<file path="config.mk">
export PLATFORM = sky130hd
export DESIGN_NAME = load_store_unit
export DESIGN_NICKNAME = d
export VERILOG_FILES = /design/src/rtl/load_store_unit_pkg.sv /design/src/rtl/load_store_unit_load_align.sv /design/src/rtl/load_store_unit.sv
export SDC_FILE = /design/constraint.sdc
export NUM_CORES = 1
export LEC_CHECK = 0
export ABC_AREA = 1
export BUFFER_PORTS_ARGS = -buffer_cell sky130_fd_sc_hd__buf_2
export CORE_MARGIN = 8
export CORE_UTILIZATION = 48
export CTS_BUF_LIST = sky130_fd_sc_hd__clkbuf_16
export DETAILED_ROUTE_END_ITERATION = 16
export HOLD_SLACK_MARGIN = 0.05
export PLACE_DENSITY = 0.83
export SYNTH_ARGS = -nofsm -noshare
export SYNTH_HDL_FRONTEND = slang
export SYNTH_SLANG_ARGS = --single-unit
</file>
<file path="constraint.sdc">
create_clock -name clk -period 1.6 [get_ports clk]
set_input_delay 0.32 -clock clk [delete_from_list [all_inputs] [get_ports clk]]
set_output_delay 0.32 -clock clk [all_outputs]
set_load 0.03 [all_outputs]
</file>
<file path="src/rtl/load_store_unit_pkg.sv">
// Shared types for the load/store unit.
//   lsu_size_t  : access size encoding carried on req_size
//   lsu_state_t : request FSM states
//   size_mask   : byte-enable pattern for an access size at offset 0
//   align_mask  : offset bits that must be zero for a naturally aligned access
package load_store_unit_pkg;

  typedef enum logic [1:0] {
    BYTE  = 2'b00,
    HALF  = 2'b01,
    WORD  = 2'b10,
    DWORD = 2'b11
  } lsu_size_t;

  typedef enum logic [1:0] {
    IDLE    = 2'b00,
    ACCESS  = 2'b01,
    RESPOND = 2'b10
  } lsu_state_t;

  function automatic logic [7:0] size_mask(lsu_size_t s);
    case (s)
      BYTE:    size_mask = 8'h01;
      HALF:    size_mask = 8'h03;
      WORD:    size_mask = 8'h0F;
      default: size_mask = 8'hFF;
    endcase
  endfunction

  function automatic logic [2:0] align_mask(lsu_size_t s);
    case (s)
      BYTE:    align_mask = 3'b000;
      HALF:    align_mask = 3'b001;
      WORD:    align_mask = 3'b011;
      default: align_mask = 3'b111;
    endcase
  endfunction

endpackage

</file>
<file path="src/rtl/load_store_unit_load_align.sv">
// Load lane extraction and extension (purely combinational).
//   rdata    : full memory word as returned by memory
//   offset   : byte offset of the access within the word
//   size     : access size (lsu_size_t encoding)
//   zero_ext : 1 = zero-extend, 0 = sign-extend
//   data     : extended load result; dword passes the word through
module lsu_load_align
  import load_store_unit_pkg::*;
#(
  parameter int DATA_W = 32,
  parameter int OFF_W  = 2
) (
  input  logic [DATA_W-1:0] rdata,
  input  logic [OFF_W-1:0]  offset,
  input  logic [1:0]        size,
  input  logic              zero_ext,
  output logic [DATA_W-1:0] data
);

  logic [DATA_W-1:0] lane;

  always_comb begin
    lane = rdata >> {offset, 3'b000};
    data = lane;
    case (size)
      BYTE:    data = DATA_W'({{56{~zero_ext & lane[7]}},  lane[7:0]});
      HALF:    data = DATA_W'({{48{~zero_ext & lane[15]}}, lane[15:0]});
      WORD:    data = DATA_W'({{32{~zero_ext & lane[31]}}, lane[31:0]});
      default: data = lane;
    endcase
  end

endmodule

</file>
<file path="src/rtl/load_store_unit.sv">
// Load/store unit: accepts one request at a time, drives a fixed-latency
// memory for MEM_LATENCY cycles, then returns a one-cycle response.
//   clk, reset                   : clock, synchronous active-high reset
//   req_valid/req_ready          : request handshake (ready only in IDLE)
//   req_we/size/unsigned/addr/wdata : request fields
//   rsp_valid/rsp_rdata/rsp_fault   : response (data/fault held until next)
//   mem_en/we/addr/be/wdata/rdata   : lane-aligned memory port
// Optional feature: define LSU_MISALIGN_TRAP_EN to fault misaligned or
// illegal-size accesses instead of silently aligning them. Without it,
// rsp_fault stays 0.
module load_store_unit
  import load_store_unit_pkg::*;
#(
  parameter int DATA_W      = 32,
  parameter int ADDR_W      = 32,
  parameter int MEM_LATENCY = 1
) (
  input  logic                  clk,
  input  logic                  reset,
  input  logic                  req_valid,
  output logic                  req_ready,
  input  logic                  req_we,
  input  logic [1:0]            req_size,
  input  logic                  req_unsigned,
  input  logic [ADDR_W-1:0]     req_addr,
  input  logic [DATA_W-1:0]     req_wdata,
  output logic                  rsp_valid,
  output logic [DATA_W-1:0]     rsp_rdata,
  output logic                  rsp_fault,
  output logic                  mem_en,
  output logic                  mem_we,
  output logic [ADDR_W-1:0]     mem_addr,
  output logic [DATA_W/8-1:0]   mem_be,
  output logic [DATA_W-1:0]     mem_wdata,
  input  logic [DATA_W-1:0]     mem_rdata
);

  localparam int         BE_W     = DATA_W / 8;
  localparam int         OFF_W    = $clog2(BE_W);
  localparam logic [3:0] LAT_LAST = 4'(MEM_LATENCY - 1);

  lsu_state_t        state, state_next;
  logic [3:0]        cnt;
  logic              we_q, uns_q;
  lsu_size_t         size_q, size_eff;
  logic [OFF_W-1:0]  off_q, off_raw, off_eff;
  logic              accept, fault;
  logic [BE_W-1:0]   be_new;
  logic [DATA_W-1:0] wdata_new, load_data;

  assign off_raw = req_addr[OFF_W-1:0];
  assign accept  = req_valid & req_ready;

  // Request decode. Dword on a 32-bit bus degrades to word; the offset is
  // forced to natural alignment so the memory side never sees a straddle.
  always_comb begin
    size_eff = lsu_size_t'(req_size);
    if (DATA_W == 32 && size_eff == DWORD) size_eff = WORD;
    off_eff   = off_raw & ~OFF_W'(align_mask(size_eff));
    fault     = 1'b0;
`ifdef LSU_MISALIGN_TRAP_EN
    fault     = (off_raw != off_eff) ||
                (DATA_W == 32 && lsu_size_t'(req_size) == DWORD);
`endif
    be_new    = BE_W'(size_mask(size_eff)) << off_eff;
    wdata_new = req_wdata << {off_eff, 3'b000};
  end

  always_ff @(posedge clk) begin
    if (reset) state <= IDLE;
    else       state <= state_next;
  end

  always_comb begin
    state_next = state;
    req_ready  = 1'b0;
    mem_en     = 1'b0;
    mem_we     = 1'b0;
    rsp_valid  = 1'b0;
    case (state)
      IDLE: begin
        req_ready = 1'b1;
        // A faulting request skips memory entirely.
        if (req_valid) state_next = fault ? RESPOND : ACCESS;
      end
      ACCESS: begin
        mem_en = 1'b1;
        mem_we = we_q;
        if (cnt == '0) state_next = RESPOND;
      end
      RESPOND: begin
        rsp_valid  = 1'b1;
        state_next = IDLE;
      end
      default: state_next = IDLE;
    endcase
  end

  always_ff @(posedge clk) begin
    if (reset) begin
      cnt       <= '0;
      we_q      <= 1'b0;
      uns_q     <= 1'b0;
      size_q    <= BYTE;
      off_q     <= '0;
      mem_addr  <= '0;
      mem_be    <= '0;
      mem_wdata <= '0;
      rsp_rdata <= '0;
      rsp_fault <= 1'b0;
    end else if (accept) begin
      cnt       <= LAT_LAST;
      we_q      <= req_we;
      uns_q     <= req_unsigned;
      size_q    <= size_eff;
      off_q     <= off_eff;
      mem_addr  <= req_addr & ~ADDR_W'(BE_W - 1);
      mem_be    <= be_new;
      mem_wdata <= wdata_new;
      if (fault) begin
        rsp_rdata <= '0;
        rsp_fault <= 1'b1;
      end
    end else if (state == ACCESS) begin
      if (cnt != '0) begin
        cnt <= cnt - 4'd1;
      end else begin
        // Last access cycle: capture read data for the RESPOND cycle.
        rsp_rdata <= we_q ? '0 : load_data;
        rsp_fault <= 1'b0;
      end
    end
  end

  lsu_load_align #(
    .DATA_W(DATA_W),
    .OFF_W (OFF_W)
  ) u_load_align (
    .rdata   (mem_rdata),
    .offset  (off_q),
    .size    (size_q),
    .zero_ext(uns_q),
    .data    (load_data)
  );

endmodule

</file>
==> impl_metrics.csv <==
group,metric,value,unit
drt,ant_nets,0,
floorplan,dieWidth,119,um
clocking,cts_made_buffers,9,
clocking,cts.sinks,110,
grt,grt_max_degree,38,
flow_run,drv_cap,0,
critical_path,end_kind,"output port",
clocking,hold_buffers,0,
sta,setup_viol,0,
clocking,cts-root-buf,"clkbuf_16",
cells_and_area,final_area,6540,um2
grt,grt_pass1_wl,26.9,mm
place,placement.cell_area,6240,um2
sta,rsz0062_at_grt,"no",
sta,whs,0.189,ns
synthesis,synth_top_family_by_area,"simple AND/OR/NAND/NOR gates",
power,peakVddDrop,0.555,mV
drt,drt_iter0_drc,583,
floorplan,initial_core_util,49.3,%
synthesis,synth-compound-area-share,15.2,%
clocking,clock_path_buffers,2,
clocking,clk_latency,0.35,ns
critical_path,path_class,"register to output port",
clocking,cts_tree,"built",
sta,worst_slack,0.101,ns
clocking,postCtsSetupRepairBufs,0,
outcome,status,"finished, final reports clean",
clocking,ctsHtreeMaxLevel,3,
synthesis,yosys_warnings,0,
place,dp_slack,0.125,ns
clocking,path_clk_slew,0.08,ns
grt,track_usage,23.0,%
sta,max_freq,0.667,GHz
sta,fin_tns_setup,0,ns
power,leakagePower,3.47,nW
cells_and_area,n_antenna_cell,0,
sta,finalCritPeriodShare,93.7,%
sta,finalHoldViolCount,0,
floorplan,ios,208,
critical_path,crit_arrival,1.18,ns
floorplan,dieArea,14200,um2
critical_path,setup.worst_path.start,"state[0]",
critical_path,r2r_start,"state[0]",
sta,report.final.slew_viol_count,0,
synthesis,synth_area,5090,um2
place,port_buffers,204,
drt,vias,5613,
cells_and_area,nets,1032,
critical_path,cp_max_fo,3,
drt,finalWirelength,16.9,mm
drt,firstDrtPassIters,5,
grt,grt_overflow_total,0,
synthesis,synth_xor_area_share,0,%
cells_and_area,syn_to_final_growth,28.5,%
synthesis,syn-instance-count,736,
cells_and_area,drive_gt1_share,28.9,%
place,dp_hpwl,12.9,mm
sta,final.min_clock_period,1.50,ns
cells_and_area,utilization,63.4,%
synthesis,ys_ff_latch,110,
min_path,hold_class,"input pin to register",
drt,drc_errors,0,
critical_path,r2r_slack,0.15,ns
critical_path,cp-start-kind,"register",
power,power.density,1050,nW/um2
critical_path,cp.required,1.28,ns
synthesis,synth_fa_ha_area_share,0.246,%
drt,wl_per_cell,15.8,um
floorplan,rows,37,
grt,grt_pass1_vias,5548,
cells_and_area,fillers,986,
synthesis,synth_simple_gate_area_share,33.2,%
synthesis,avgSynthCellArea,6.92,um2
synthesis,synth.mux.area_fraction,0,%
floorplan,core,10300,um2
drt,via_per_inst,5.26,
synthesis,ys_seq_area_share,43.3,%
synthesis,synth_cell_types,34,
min_path,min-delay-start,"req_addr[10]",
sta,finClkSkew,0.00925,ns
grt,antenna_found_initial,0,
floorplan,fp.dieH,119,um
place,finalWeightedCongestion,0.911,
## layer usage
layer,vias up,routed length [um],track usage [%]
met5,-,0,0
met4,0,452,8.46
met3,40,1670,7.09
met2,288,7750,38.4
met1,2538,6990,27.4
li1,2747,-,-
## through the flow
step	std cells	power [mW]
3_3_place_gp	1053	4.57
2_1_floorplan	738	4.07
3_5_place_dp	1053	4.59
6_report	1068	6.84
5_1_grt	1068	7.13
4_1_cts	1068	6.87
## worst max-delay path: stages (launching register included)
cell,delay (ns)
dfxtp_1,0.41
nand2_2,0.10
nor2_1,0.11
buf_2,0.22
## synthesized netlist by cell type
| library cell | n | area, um2 |
|---|---|---|
| nand2_1 | 282 | 1060 |
| dfxtp_1 | 110 | 2200 |
| a21oi_1 | 63 | 315 |
| nand3_1 | 60 | 300 |
| inv_1 | 37 | 139 |
| nor2_1 | 24 | 90.1 |
| o21ai_1 | 23 | 115 |
| o21ai_0 | 20 | 100 |
| clkbuf_1 | 18 | 67.6 |
| buf_2 | 15 | 75.1 |
| a31oi_1 | 10 | 62.6 |
| a22o_1 | 9 | 78.8 |
| buf_4 | 8 | 60.1 |
| o211ai_1 | 8 | 60.1 |
| inv_2 | 7 | 26.3 |
| nand2_2 | 7 | 43.8 |
| or2_1 | 6 | 37.5 |
| nor2_2 | 4 | 25.0 |
| o22ai_1 | 3 | 18.8 |
| a211oi_1 | 2 | 15.0 |
| buf_6 | 2 | 22.5 |
| nand2_4 | 2 | 22.5 |
| nand3_2 | 2 | 20.0 |
| nand3_4 | 2 | 35.0 |
| nor2_4 | 2 | 22.5 |
| or2_2 | 2 | 12.5 |
| buf_1 | 1 | 3.75 |
| clkbuf_2 | 1 | 5.00 |
| clkinv_2 | 1 | 5.00 |
| conb_1 | 1 | 3.75 |
| ha_1 | 1 | 12.5 |
| inv_4 | 1 | 6.26 |
| nor2_8 | 1 | 20.0 |
| o21a_1 | 1 | 7.51 |
## where the power goes
part / switching [mW] / total [mW] / internal (mW)
clock network: 1.08 / 2.30 / 1.23
logic: 1.03 / 1.51 / 0.480
registers: 0.102 / 3.02 / 2.92
total: 2.21 / 6.84 / 4.63
## cell usage in the layout, fill, tap and decap left out
master       n
or2_1        6
nand2_4      2
o21ai_1     23
a31oi_1     10
inv_6        1
inv_8        1
ha_1         1
nand3_1     60
nand2_2      7
clkbuf_16    9
a22o_1       9
clkinv_1     1
nand3_4      2
o21ai_0     20
a211oi_1     2
inv_2        6
nand2_1    282
clkinv_4     2
a21oi_1     63
bufinv_16    1
o21a_1       1
clkinv_2     1
buf_4       17
nor2_4       2
o22ai_1      3
or2_2        2
buf_12       3
inv_4        2
nor2_8       1
nand3_2      2
dfxtp_1    110
inv_1       37
nor2_2       4
conb_1       3
buf_2      204
o211ai_1     8
nor2_1      24
## registers in the layout, indices dropped and copies added, names as in the netlist
register and flops:
mem_addr 30, uns_q 1, size_q 2, cnt 4, mem_wdata 32, off_q 2
state 2, mem_be 4, we_q 1, rsp_rdata 32
## kinds of logic (layout without fill, tap and decap cells)
| kind of cell | Yosys count | in the layout |
|---|---|---|
| other | 1 | 3 |
| AO/OA/AOI/OAI | 139 | 139 |
| AND/OR/NAND/NOR | 394 | 394 |
| adder cells (fa/ha/maj) | 1 | 1 |
| buffers and inverters | 91 | 285 |
| flip-flops | 110 | 110 |
## final timing paths
check,endpoint,cells after the start
max reg2reg,mem_wdata[3],7
min reg2reg,mem_addr[6],2
min,mem_addr[10],3
max,mem_we,3
## layout make-up
cell class / instances / area, um2 / share of cell area [%]
multi-input combinational: 537 / 2480 / 38.0
sequential: 110 / 2200 / 33.7
timing repair buffer: 224 / 1210 / 18.5
clock inverter: 6 / 71.3 / 1.09
tap: 136 / 170 / 2.60
inverter: 46 / 179 / 2.74
clock buffer: 9 / 225 / 3.44
## what timing repair did
| item | in CTS | in global routing |
|---|---|---|
| setup endpoints to repair | 0 | 28 |
| resized for setup | 0 | 2 |
| endpoints found under the hold margin | 0 | 0 |
Power figures use the tool's default switching activity.
